File: src/rtl/lif_neuron_refractory.sv
// Leaky integrate-and-fire neuron with saturating potential and refractory period.
// Ports: clk/reset, enable, input_current, threshold, refractory_period -> membrane_potential, spike_out, refractory.
module lif_neuron_refractory #(
  parameter int                 DECAY_SHIFT = 3,
  parameter logic signed [7:0]  V_RESET     = 8'sd0
) (
  input  logic              clk,
  input  logic              reset,
  input  logic              enable,
  input  logic signed [7:0] input_current,
  input  logic [7:0]        threshold,
  input  logic [7:0]        refractory_period,
  output logic signed [7:0] membrane_potential,
  output logic              spike_out,
  output logic              refractory
);

  typedef enum logic {
    ST_INT = 1'b0,
    ST_REF = 1'b1
  } state_e;

  state_e      state_q, state_d;
  logic [7:0]  v_q, v_d;
  logic [7:0]  cnt_q, cnt_d;
  logic        spk_q, spk_d;
  logic        ref_q, ref_d;

  logic signed [9:0] v_ext;
  logic signed [9:0] i_ext;
  logic signed [9:0] leak;
  logic signed [9:0] v_sum;
  logic [7:0]        v_sat;
  logic              fire;

  // 10-bit headroom covers V - leak + I over the full 8-bit input ranges.
  always_comb begin
    v_ext = {{2{v_q[7]}}, v_q};
    i_ext = {{2{input_current[7]}}, input_current};
    leak  = v_ext >>> DECAY_SHIFT;
    v_sum = v_ext - leak + i_ext;
    if (v_sum > 10'sd127) begin
      v_sat = 8'h7f;
    end else if (v_sum < -10'sd128) begin
      v_sat = 8'h80;
    end else begin
      v_sat = v_sum[7:0];
    end
    // Negative potentials never fire; threshold > 127 is unreachable.
    fire = ~v_sat[7] && (v_sat >= threshold);
  end

  always_comb begin
    state_d = state_q;
    v_d     = v_q;
    cnt_d   = cnt_q;
    spk_d   = 1'b0;
    ref_d   = ref_q;
    if (enable) begin
      unique case (state_q)
        ST_INT: begin
          if (fire) begin
            v_d   = V_RESET;
            spk_d = 1'b1;
            if (refractory_period != 8'd0) begin
              cnt_d   = refractory_period;
              state_d = ST_REF;
              ref_d   = 1'b1;
            end
          end else begin
            v_d = v_sat;
          end
        end
        ST_REF: begin
          v_d   = V_RESET;
          cnt_d = cnt_q - 8'd1;
          if (cnt_q == 8'd1) begin
            state_d = ST_INT;
            ref_d   = 1'b0;
          end
        end
        default: begin
          state_d = ST_INT;
        end
      endcase
    end
  end

  always_ff @(posedge clk) begin
    if (reset) begin
      state_q <= ST_INT;
      v_q     <= 8'd0;
      cnt_q   <= 8'd0;
      spk_q   <= 1'b0;
      ref_q   <= 1'b0;
    end else begin
      state_q <= state_d;
      v_q     <= v_d;
      cnt_q   <= cnt_d;
      spk_q   <= spk_d;
      ref_q   <= ref_d;
    end
  end

  assign membrane_potential = v_q;
  assign spike_out          = spk_q;
  assign refractory         = ref_q;

endmodule

File: config.mk
export PLATFORM = sky130hd
export DESIGN_NAME = lif_neuron_refractory
export DESIGN_NICKNAME = d
export VERILOG_FILES = /design/src/rtl/lif_neuron_refractory.sv
export SDC_FILE = /design/constraint.sdc
export NUM_CORES = 1
export LEC_CHECK = 0
export ABC_AREA = 1
export BUFFER_PORTS_ARGS = -buffer_cell sky130_fd_sc_hd__buf_2
export CORE_MARGIN = 2
export CORE_UTILIZATION = 55
export DETAILED_ROUTE_END_ITERATION = 10
export PLACE_DENSITY = 0.85
export SYNTH_ARGS = -nofsm -noshare
export SYNTH_HDL_FRONTEND = slang
export SYNTH_SLANG_ARGS = --single-unit
export TNS_END_PERCENT = 10
File: constraint.sdc
create_clock -name clk -period 4.5 [get_ports clk]
set_input_delay 0.45 -clock clk [delete_from_list [all_inputs] [get_ports clk]]
set_output_delay 0.45 -clock clk [all_outputs]
set_load 0.005 [all_outputs]
==> impl_metrics.ini, run 1 <==
[status]
status = complete, no violations

[hold_path]
min_to = state_q$_SDFFE_PP0P_
hp-start = reset
worstHoldPathType = input port to flop
whs_path_depth = 2

[routing]
drt_iter0_drc = 68
totalWireLength_um = 3940
via_per_inst = 4.85
dr.pass1.iters = 4
avgRoutedWirePerCell_um = 10.1
drc = 0
ant_nets = 0
num_vias = 1888

[clock_network]
cts_hold_buffers = 0
cts-root-buf = clkbuf_4
cts_tree = yes
postCtsSetupRepairBufs = 0
clkLatencyLatePin_ns = 0.29
clk_pin_slew_ns = 0.10
cts_resized = 0
htree_num_levels = 1
clock_sinks = 19
clk_path_buf_depth = 2
cts_made_buffers = 3

[floorplanning]
ios = 37
start_util_pct = 58.3
die_w_um = 64.0
die_area_um2 = 4090
num_rows = 21
chipHeight_um = 64.0
coreArea_um2 = 3390

[sta]
period_share_pct = 83.6
min_period_ns = 3.76
slew_headroom_pct = 41.6
final-hold-violation-count = 0
setup_viol = 0
clock_skew_ns = 0.00142
setup_tns_ns = 0
tightest_slew_ns = 0.876
maxSlewViolCount = 0
rsz0062_at_grt = no
max_freq_mhz = 266

[logic_synthesis]
synth.area.top_cells = dfxtp_1 19%, nand2_1 16%, ha_1 14%
synth_area_um2 = 1980
ys_ff_latch = 19
synth_most_common_cell = nand2_1
synthCells = 306
async_flop_share_pct = 0
synth_cell_types = 30
synth_top_area_share_pct = 19.2
syn_nets = 362
ys.flop_type = dfxtp_1
yosys_warnings = 0
synth-edff-count = 0
syn_avg_cell_area_um2 = 6.46
netlist_top_cells_count = 85 x nand2_1, 60 x inv_1, 27 x nor2_1
yosysTopAreaCell = dfxtp_1
yosysSeqAreaShare_pct = 19.2

[layout]
layout-drive-gt1-share_pct = 16.6
antennaDiodeCount = 0
syn_to_final_growth_pct = 12.3
nNetsFinal = 400
design_area_um2 = 2220

[place]
gp_congestion = 0.918
portBuffers = 36
dp_hpwl_um = 3340
place_area_um2 = 2190

[worst_setup_path]
crit_arrival_ns = 3.96
reg2reg_to = cnt_q[7]$_SDFFE_PP0P_
path_class = flop to flop
worstPathMaxFanout = 12
r2r_slack_ns = 0.74
critPathRequiredTime_ns = 4.70
reg2regPathDepth = 22
cp-end-kind = flop
worstSetupStartpointType = flop
r2r-start = membrane_potential[7]$_SDFFE_PP0P_

[global_route]
grt_pass1_wl_um = 6750
antenna_found_initial = 0
grt_pass1_vias = 1603
track_usage_pct = 20.3
grt_overflow_total = 0
grt_max_degree = 13

[run]
maxCapViolCount = 0
worst max path at each step:
stage | from | to | slack [ns] | depth (start not counted)
3_3_place_gp | input_current[1] | cnt_q[7]$_SDFFE_PP0P_ | 0.72 | 23
3_5_place_dp | input_current[1] | cnt_q[7]$_SDFFE_PP0P_ | 0.59 | 23
5_1_grt | membrane_potential[7]$_SDFFE_PP0P_ | cnt_q[1]$_SDFFE_PP0P_ | 0.27 | 23
4_1_cts | membrane_potential[7]$_SDFFE_PP0P_ | cnt_q[7]$_SDFFE_PP0P_ | 0.74 | 22
6_report | membrane_potential[7]$_SDFFE_PP0P_ | cnt_q[7]$_SDFFE_PP0P_ | 0.74 | 22
2_1_floorplan | input_current[1] | cnt_q[2]$_SDFFE_PP0P_ | 1.07 | 23
kinds of logic (layout without fill, tap and decap cells):
| group | count (synthesis) | after routing | synth area share, % |
|---|---|---|---|
| AND/OR/NAND/NOR | 149 | 149 | 32.3 |
| AO/OA/AOI/OAI | 28 | 28 | 8.36 |
| XOR/XNOR | 10 | 10 | 4.43 |
| buffers and inverters | 69 | 106 | 13.6 |
| adder cells (fa/ha/maj) | 29 | 29 | 21.0 |
| multiplexers | 2 | 2 | 1.01 |
| flip-flops | 19 | 19 | 19.2 |
routing by layer:
layer	part of all wire, %	GRT usage (%)	wire, um	vias to the layer above
met5	0	0	0	-
met2	42	31.0	1650	53
met4	0.43	3.26	17	0
li1	-	-	-	1014
met3	5.5	3.35	218	2
met1	52	30.2	2060	819
area by class of cell:
type / count / area (um^2)
fillers: 306 / 1170
flip-flops and latches: 19 / 380
multi-input cells: 218 / 1330
clock buffers: 4 / 26.3
inverters: 66 / 248
well taps: 46 / 57.6
repair buffers: 36 / 180
cell usage in the layout, fill, tap and decap left out, types with 3 or more instances in the layout:
| cell | instances |
|---|---|
| nand2_1 | 85 |
| inv_1 | 60 |
| buf_2 | 36 |
| nor2_1 | 27 |
| ha_1 | 22 |
| dfxtp_1 | 19 |
| nand3_1 | 15 |
| a21oi_1 | 13 |
| xor2_1 | 9 |
| nand2_2 | 8 |
| o21ai_0 | 7 |
| fa_1 | 7 |
| inv_2 | 4 |
| nand4_1 | 4 |
| nor3_1 | 3 |
| a31oi_1 | 3 |
| clkbuf_4 | 3 |
registers in the layout, indices dropped and copies added, names as in the netlist:
signal	count
spike_out	1
membrane_potential	8
state_q	1
refractory	1
cnt_q	8
stage by stage:
| step | setup slack, ns | utilization (%) | hold slack (ns) | cells |
|---|---|---|---|---|
| 3_3_place_gp | 0.716 | 64.7 | 0.441 | 385 |
| 3_5_place_dp | 0.590 | 64.7 | 0.453 | 385 |
| 4_1_cts | 0.744 | 65.5 | 0.384 | 389 |
| 6_report | 0.740 | 65.5 | 0.388 | 389 |
| 2_1_floorplan | 1.07 | - | 0.446 | 306 |
| 5_1_grt | 0.273 | 65.5 | 0.379 | 389 |
critical path, cell delays in order, from the launching register on:
cell and delay [ns]:
dfxtp_1 0.54, inv_1 0.08, ha_1 0.29, xor2_1 0.16, ha_1 0.37, inv_2 0.08
o21ai_0 0.08, nor2_1 0.16, nand2_1 0.07, nand2_1 0.07, nand2_2 0.07, o21ai_4 0.22
nand2_1 0.11, ha_1 0.28, nand2_1 0.06, nor2_1 0.13, nand4_1 0.10, nand3_1 0.14
nand3_2 0.11, nand2_2 0.21, nand2_2 0.13, nor2_1 0.16, nor2_1 0.05
Power of run 1 is left out: the tool's default activity adds up to more than one toggle a clock period on the data nets, which glitch-free logic cannot reach.
==> run 2: changes to the inputs <==
Settings changed: ABC_AREA 1 to 0, CORE_UTILIZATION 55 to 50, PLACE_DENSITY 0.85 to 0.82.
Clock period 4.5 ns to 3.4 ns, I/O delays scaled along.
==> run 2 against run 1 <==
- the run now ends with setup timing left
- critical path depth decreased by 3
- global-route usage increased by 4.5 points
- cell area increased by 16%
- sequential cell count unchanged
- clock-buffer cell count unchanged
- sequential share of layout area decreased by 2.1 points
- clock skew increased by 0.0014 ns
- cell count decreased by 8.7%
- core utilization increased by 5.1 points
- non-clock buffer count increased by 35
- critical path type unchanged
- largest cell class unchanged
- highest routed layer unchanged
==> impl_metrics.ini, run 2 <==
[global_route]
grt_pass1_wl_um = 8360
antenna_found_initial = 0
grt_pass1_vias = 1888
track_usage_pct = 24.8
grt_max_degree = 16
grt_overflow_total = 0

[status]
status = complete, but fails checks
violations = setup timing

[layout]
final_cell_mix = 40 x inv_1, 36 x buf_2, 35 x buf_4
nNetsFinal = 364
design_area_um2 = 2560
finish.utilization_pct = 70.6
layout-drive-gt1-share_pct = 37.1
antennaDiodeCount = 0
syn_to_final_growth_pct = 36.0
final_common_cell = inv_1

[routing]
via_per_inst = 5.49
avgRoutedWirePerCell_um = 13.9
totalWireLength_um = 4950
met1_length_um = 2170
drt_iter0_drc = 123
highest_layer = met4
dr_wl_met2_um = 2380
num_vias = 1950
ant_nets = 0
dr.pass1.iters = 4
dr_wl_met3_um = 233
drc = 0

[sta]
slew_headroom_pct = 68.0
tightest_slew_ns = 0.479
clock_skew_ns = 0.00284
rsz0062_at_grt = yes
period_share_pct = 121
max_freq_mhz = 242
setup_viol = 18
setup_tns_ns = -12.02
min_period_ns = 4.13
timing.final.ws_setup_ns = -0.727
maxSlewViolCount = 0
final-hold-violation-count = 0

[logic_synthesis]
async_flop_share_pct = 0
syn_nets = 293
synth-edff-count = 0
yosys_warnings = 0
ys_ff_latch = 19
synth.area.top_cells = dfxtp_1 20%, ha_1 15%, inv_1 8.4%
synth_area_um2 = 1890
syn_avg_cell_area_um2 = 7.96
ys.flop_type = dfxtp_1
yosysTopAreaCell = dfxtp_1
synthCells = 237
synth_cell_types = 49
yosysSeqAreaShare_pct = 20.2
synth_top_area_share_pct = 20.2
netlist_top_cells_count = 42 x inv_1, 24 x nand2_1, 22 x ha_1
synth_most_common_cell = inv_1

[floorplanning]
chipHeight_um = 65.4
start_util_pct = 51.9
coreArea_um2 = 3630
ios = 37
die_area_um2 = 4280
num_rows = 22
die_w_um = 65.4

[power]
powerDensity_nw_per_um2 = 1260
power.leakage_nw = 1.25
ir_worst_vdd_v = 0.000818

[clock_network]
clock_sinks = 19
cts_hold_buffers = 0
htree_num_levels = 1
cts_tree = yes
clkLatencyLatePin_ns = 0.26
cts-root-buf = clkbuf_8
clk_pin_slew_ns = 0.07
cts_made_buffers = 3
clk_path_buf_depth = 2

[worst_setup_path]
r2r_slack_ns = -0.73
worstSetupStartpoint = membrane_potential[1]$_SDFFE_PP0P_
worstPathMaxFanout = 8
path_class = flop to flop
crit_arrival_ns = 4.31
cp-end-kind = flop
worstSetupStartpointType = flop
r2r-start = membrane_potential[1]$_SDFFE_PP0P_
critPathRequiredTime_ns = 3.58

[place]
portBuffers = 36
dp_hpwl_um = 3880
place_area_um2 = 2480
dp_slack_ns = -0.860
gp_congestion = 0.909

[hold_path]
hp-start = refractory_period[6]
worstHoldPathType = input port to flop

[run]
maxCapViolCount = 0
## run 2: per-layer routing
layer,GRT usage (%),up-vias
met3,1.71,16
met5,0,-
met4,9.90,0
li1,-,969
met1,31.6,891
met2,43.4,74
## run 2: critical path, stage by stage (launching register included)
cell and delay, ns:
dfxtp_2 0.34, inv_2 0.04, fa_1 0.55, inv_2 0.05, fa_2 0.37, a21o_4 0.23, nand4_4 0.07, a211oi_2 0.08
a211oi_2 0.26, a21o_1 0.27, nor2b_4 0.19, or2_4 0.13, ha_4 0.18, nor2b_1 0.10, o21ai_1 0.07, nand4_1 0.14
a311oi_2 0.11, buf_4 0.19, or4_4 0.50, o211ai_2 0.16
## run 2: layout make-up
| class | instances | area, um^2 |
|---|---|---|
| Sequential cell | 19 | 387 |
| Fill cell | 295 | 1070 |
| Tap cell | 48 | 60.1 |
| Clock buffer | 4 | 45.0 |
| Inverter | 43 | 161 |
| Multi-Input combinational cell | 170 | 1470 |
| Timing Repair Buffer | 71 | 443 |
## run 2: cell families after synthesis
| group | synth area share, % |
|---|---|
| XOR/XNOR | 3.72 |
| flip-flops | 20.2 |
| adder cells (fa/ha/maj) | 22.0 |
| buffers and inverters | 10.0 |
| AO/OA/AOI/OAI | 27.5 |
| AND/OR/NAND/NOR | 16.6 |
## run 2: where the power goes
part	internal [mW]	total, mW	switching (mW)
Combinational	1.36	2.71	1.36
Clock	0.0835	0.162	0.0788
Sequential	0.285	0.343	0.0582
Total	1.72	3.22	1.49
## run 2: stage by stage
step	hold slack [ns]	cells	power, mW
after global routing	0.388	355	3.54
final	0.358	355	3.22
after floorplan	0.461	237	2.04
after global placement	0.449	350	2.78
after CTS	0.357	354	3.11
after detailed placement	0.452	350	2.90
## run 2: worst paths after layout
kind | to | depth (start not counted)
worst min-delay path | cnt_q[6]$_SDFFE_PP0P_ | 3
worst max-delay path | membrane_potential[5]$_SDFFE_PP0P_ | 19
worst min register to register | refractory$_SDFFE_PP0P_ | 1
worst max register to register | membrane_potential[5]$_SDFFE_PP0P_ | 19
## run 2: repair_timing
| action | in CTS | in global routing |
|---|---|---|
| setup buffers | 0 | 1 |
| endpoints found under the setup margin | 18 | 18 |
| cloned | 0 | 0 |
| pin swaps | 2 | 5 |
| gates resized for setup | 4 | 5 |
Power figures use the tool's default switching activity.
==> run 3: changes to the inputs <==
Settings changed: BUFFER_PORTS_ARGS -buffer_cell sky130_fd_sc_hd__buf_2 to -buffer_cell sky130_fd_sc_hd__buf_4, CORE_UTILIZATION 50 to 37, PLACE_DENSITY 0.82 to 0.65.
==> run 3 against run 2 <==
- first-iteration DRC count down 50%
- via count down 2.7%
- power down 1.5%
- largest cell class unchanged
- highest routed layer unchanged
- global-route usage down 6.3 points
- critical path type unchanged
- the flow still finishes with violations (setup timing)
- worst hold slack better by 0.0072 ns
==> impl_metrics.ini, run 3 (same netlist as run 2, synthesis figures left out) <==
[floorplanning]
die_area_um2 = 5680
start_util_pct = 39.1
die_w_um = 75.4
chipHeight_um = 75.4
ios = 37
coreArea_um2 = 4820
num_rows = 25

[status]
violations = setup timing
status = complete, but fails checks

[power]
ir_worst_vdd_v = 0.000666
powerDensity_nw_per_um2 = 1170
power.leakage_nw = 1.28
total_power_mw = 3.17

[clock_network]
clk_pin_slew_ns = 0.08
htree_num_levels = 1
cts-root-buf = clkbuf_8
cts_tree = yes
clkLatencyLatePin_ns = 0.25
clk_path_buf_depth = 2
cts_made_buffers = 3
clock_sinks = 19

[global_route]
track_usage_pct = 18.5
grt_pass1_vias = 1855
grt_pass1_wl_um = 8290
grt_max_degree = 16
grt_overflow_total = 0
antenna_found_initial = 0

[routing]
via_per_inst = 5.03
num_vias = 1898
totalWireLength_um = 4720
drt_iter0_drc = 61
drc = 0
avgRoutedWirePerCell_um = 12.5
dr.pass1.iters = 4
ant_nets = 0

[worst_setup_path]
critical_path.top_delay_family = simple AND/OR/NAND/NOR gates
worstSetupStartpointType = flop
cp_cell_sequence = inv_2 -> fa_1 -> inv_2 -> buf_6 -> fa_2 -> a21o_4 -> nand4_4 -> a21o_1 -> a211oi_2 -> a21o_1 -> nor2b_4 -> or2_4 -> ha_4 -> nor2b_1 -> o21ai_1 -> nand4_1 -> a311oi_2 -> buf_4 -> or4_4 -> o211ai_2
cp_slowest_cell = fa_1
cp-end-kind = flop
critPathRequiredTime_ns = 3.58
path_class = flop to flop
worstPathMaxFanout = 8
crit_arrival_ns = 4.30
critical_path_buf_inv_count = 4
slowest_delay_ns = 0.54

[run]
maxCapViolCount = 0

[layout]
nNetsFinal = 367
final_cell_mix = 72 x buf_4, 40 x inv_1, 24 x nand2_1
syn_to_final_growth_pct = 43.3
design_area_um2 = 2700
final_common_cell = buf_4
antennaDiodeCount = 0
fillers = 484
layout-drive-gt1-share_pct = 38.1

[sta]
whs_ns = 0.366
max_freq_mhz = 243
timing.final.ws_setup_ns = -0.722
min_period_ns = 4.12
setup_viol = 18
setup_tns_ns = -11.62
slew_headroom_pct = 69.7
period_share_pct = 121
rsz0062_at_grt = yes
clock_skew_ns = 0.00862
tightest_slew_ns = 0.454
maxSlewViolCount = 0
final-hold-violation-count = 0

[place]
place_area_um2 = 2610
dp_slack_ns = -0.888
gp_congestion = 0.876
dp_hpwl_um = 3950
portBuffers = 36

[hold_path]
worstHoldPathType = input port to flop
[run 3: worst reg2reg max path, delay by kind of cell, from the launching register on]
family                   cells  cell delay, ns
adder cells (fa/ha/maj)      3            1.10
AO/OA/AOI/OAI                7            1.06
flip-flops                   1            0.34
buffers and inverters        4            0.38
AND/OR/NAND/NOR              6            1.16
[run 3: path summary, 6_finish.rpt]
path / start / endpoint / slack [ns] / cells after the start
setup / recovery: membrane_potential[1]$_SDFFE_PP0P_ / membrane_potential[2]$_SDFFE_PP0P_ / -0.72 / 20
hold / removal: refractory_period[5] / cnt_q[5]$_SDFFE_PP0P_ / 0.37 / 3
setup reg to reg: membrane_potential[1]$_SDFFE_PP0P_ / membrane_potential[2]$_SDFFE_PP0P_ / -0.72 / 20
hold reg to reg: refractory$_SDFFE_PP0P_ / refractory$_SDFFE_PP0P_ / 0.48 / 1
[run 3: final cells by class]
cell class	count	area [um^2]	share of cell area, %
repair buffers	74	563	20.8
clock buffers	3	41.3	1.53
multi-input cells	170	1460	54.1
well taps	67	83.8	3.10
clock inverters	1	5.00	0.185
inverters	43	161	5.97
flip-flops and latches	19	387	14.3
[run 3: where the power goes]
part,internal (mW),switching (mW),total (mW)
sequential,0.285,0.0573,0.342
clock,0.0813,0.0788,0.160
combinational,1.38,1.29,2.67
total,1.74,1.43,3.17
[run 3: layer usage]
| metal | vias to the layer above | GRT usage (%) | share of wire, % |
|---|---|---|---|
| li1 | 972 | - | - |
| met4 | 0 | 2.34 | 0.59 |
| met1 | 885 | 24.8 | 46 |
| met5 | - | 0 | 0 |
| met3 | 2 | 1.19 | 3.3 |
| met2 | 39 | 33.6 | 50 |
[run 3: repair_timing]
item | in CTS | in global routing
hold buffers | 0 | 0
gates resized for setup | 7 | 4
endpoints found under the hold margin | 0 | 0
setup endpoints to repair | 18 | 18
setup buffers | 0 | 1
pin swaps | 5 | 0
[run 3: metrics by stage]
step,utilization (%),cells
6_report,56.1,377
5_1_grt,56.1,377
4_1_cts,55.8,376
3_5_place_dp,54.2,372
3_3_place_gp,54.2,372
2_1_floorplan,-,237
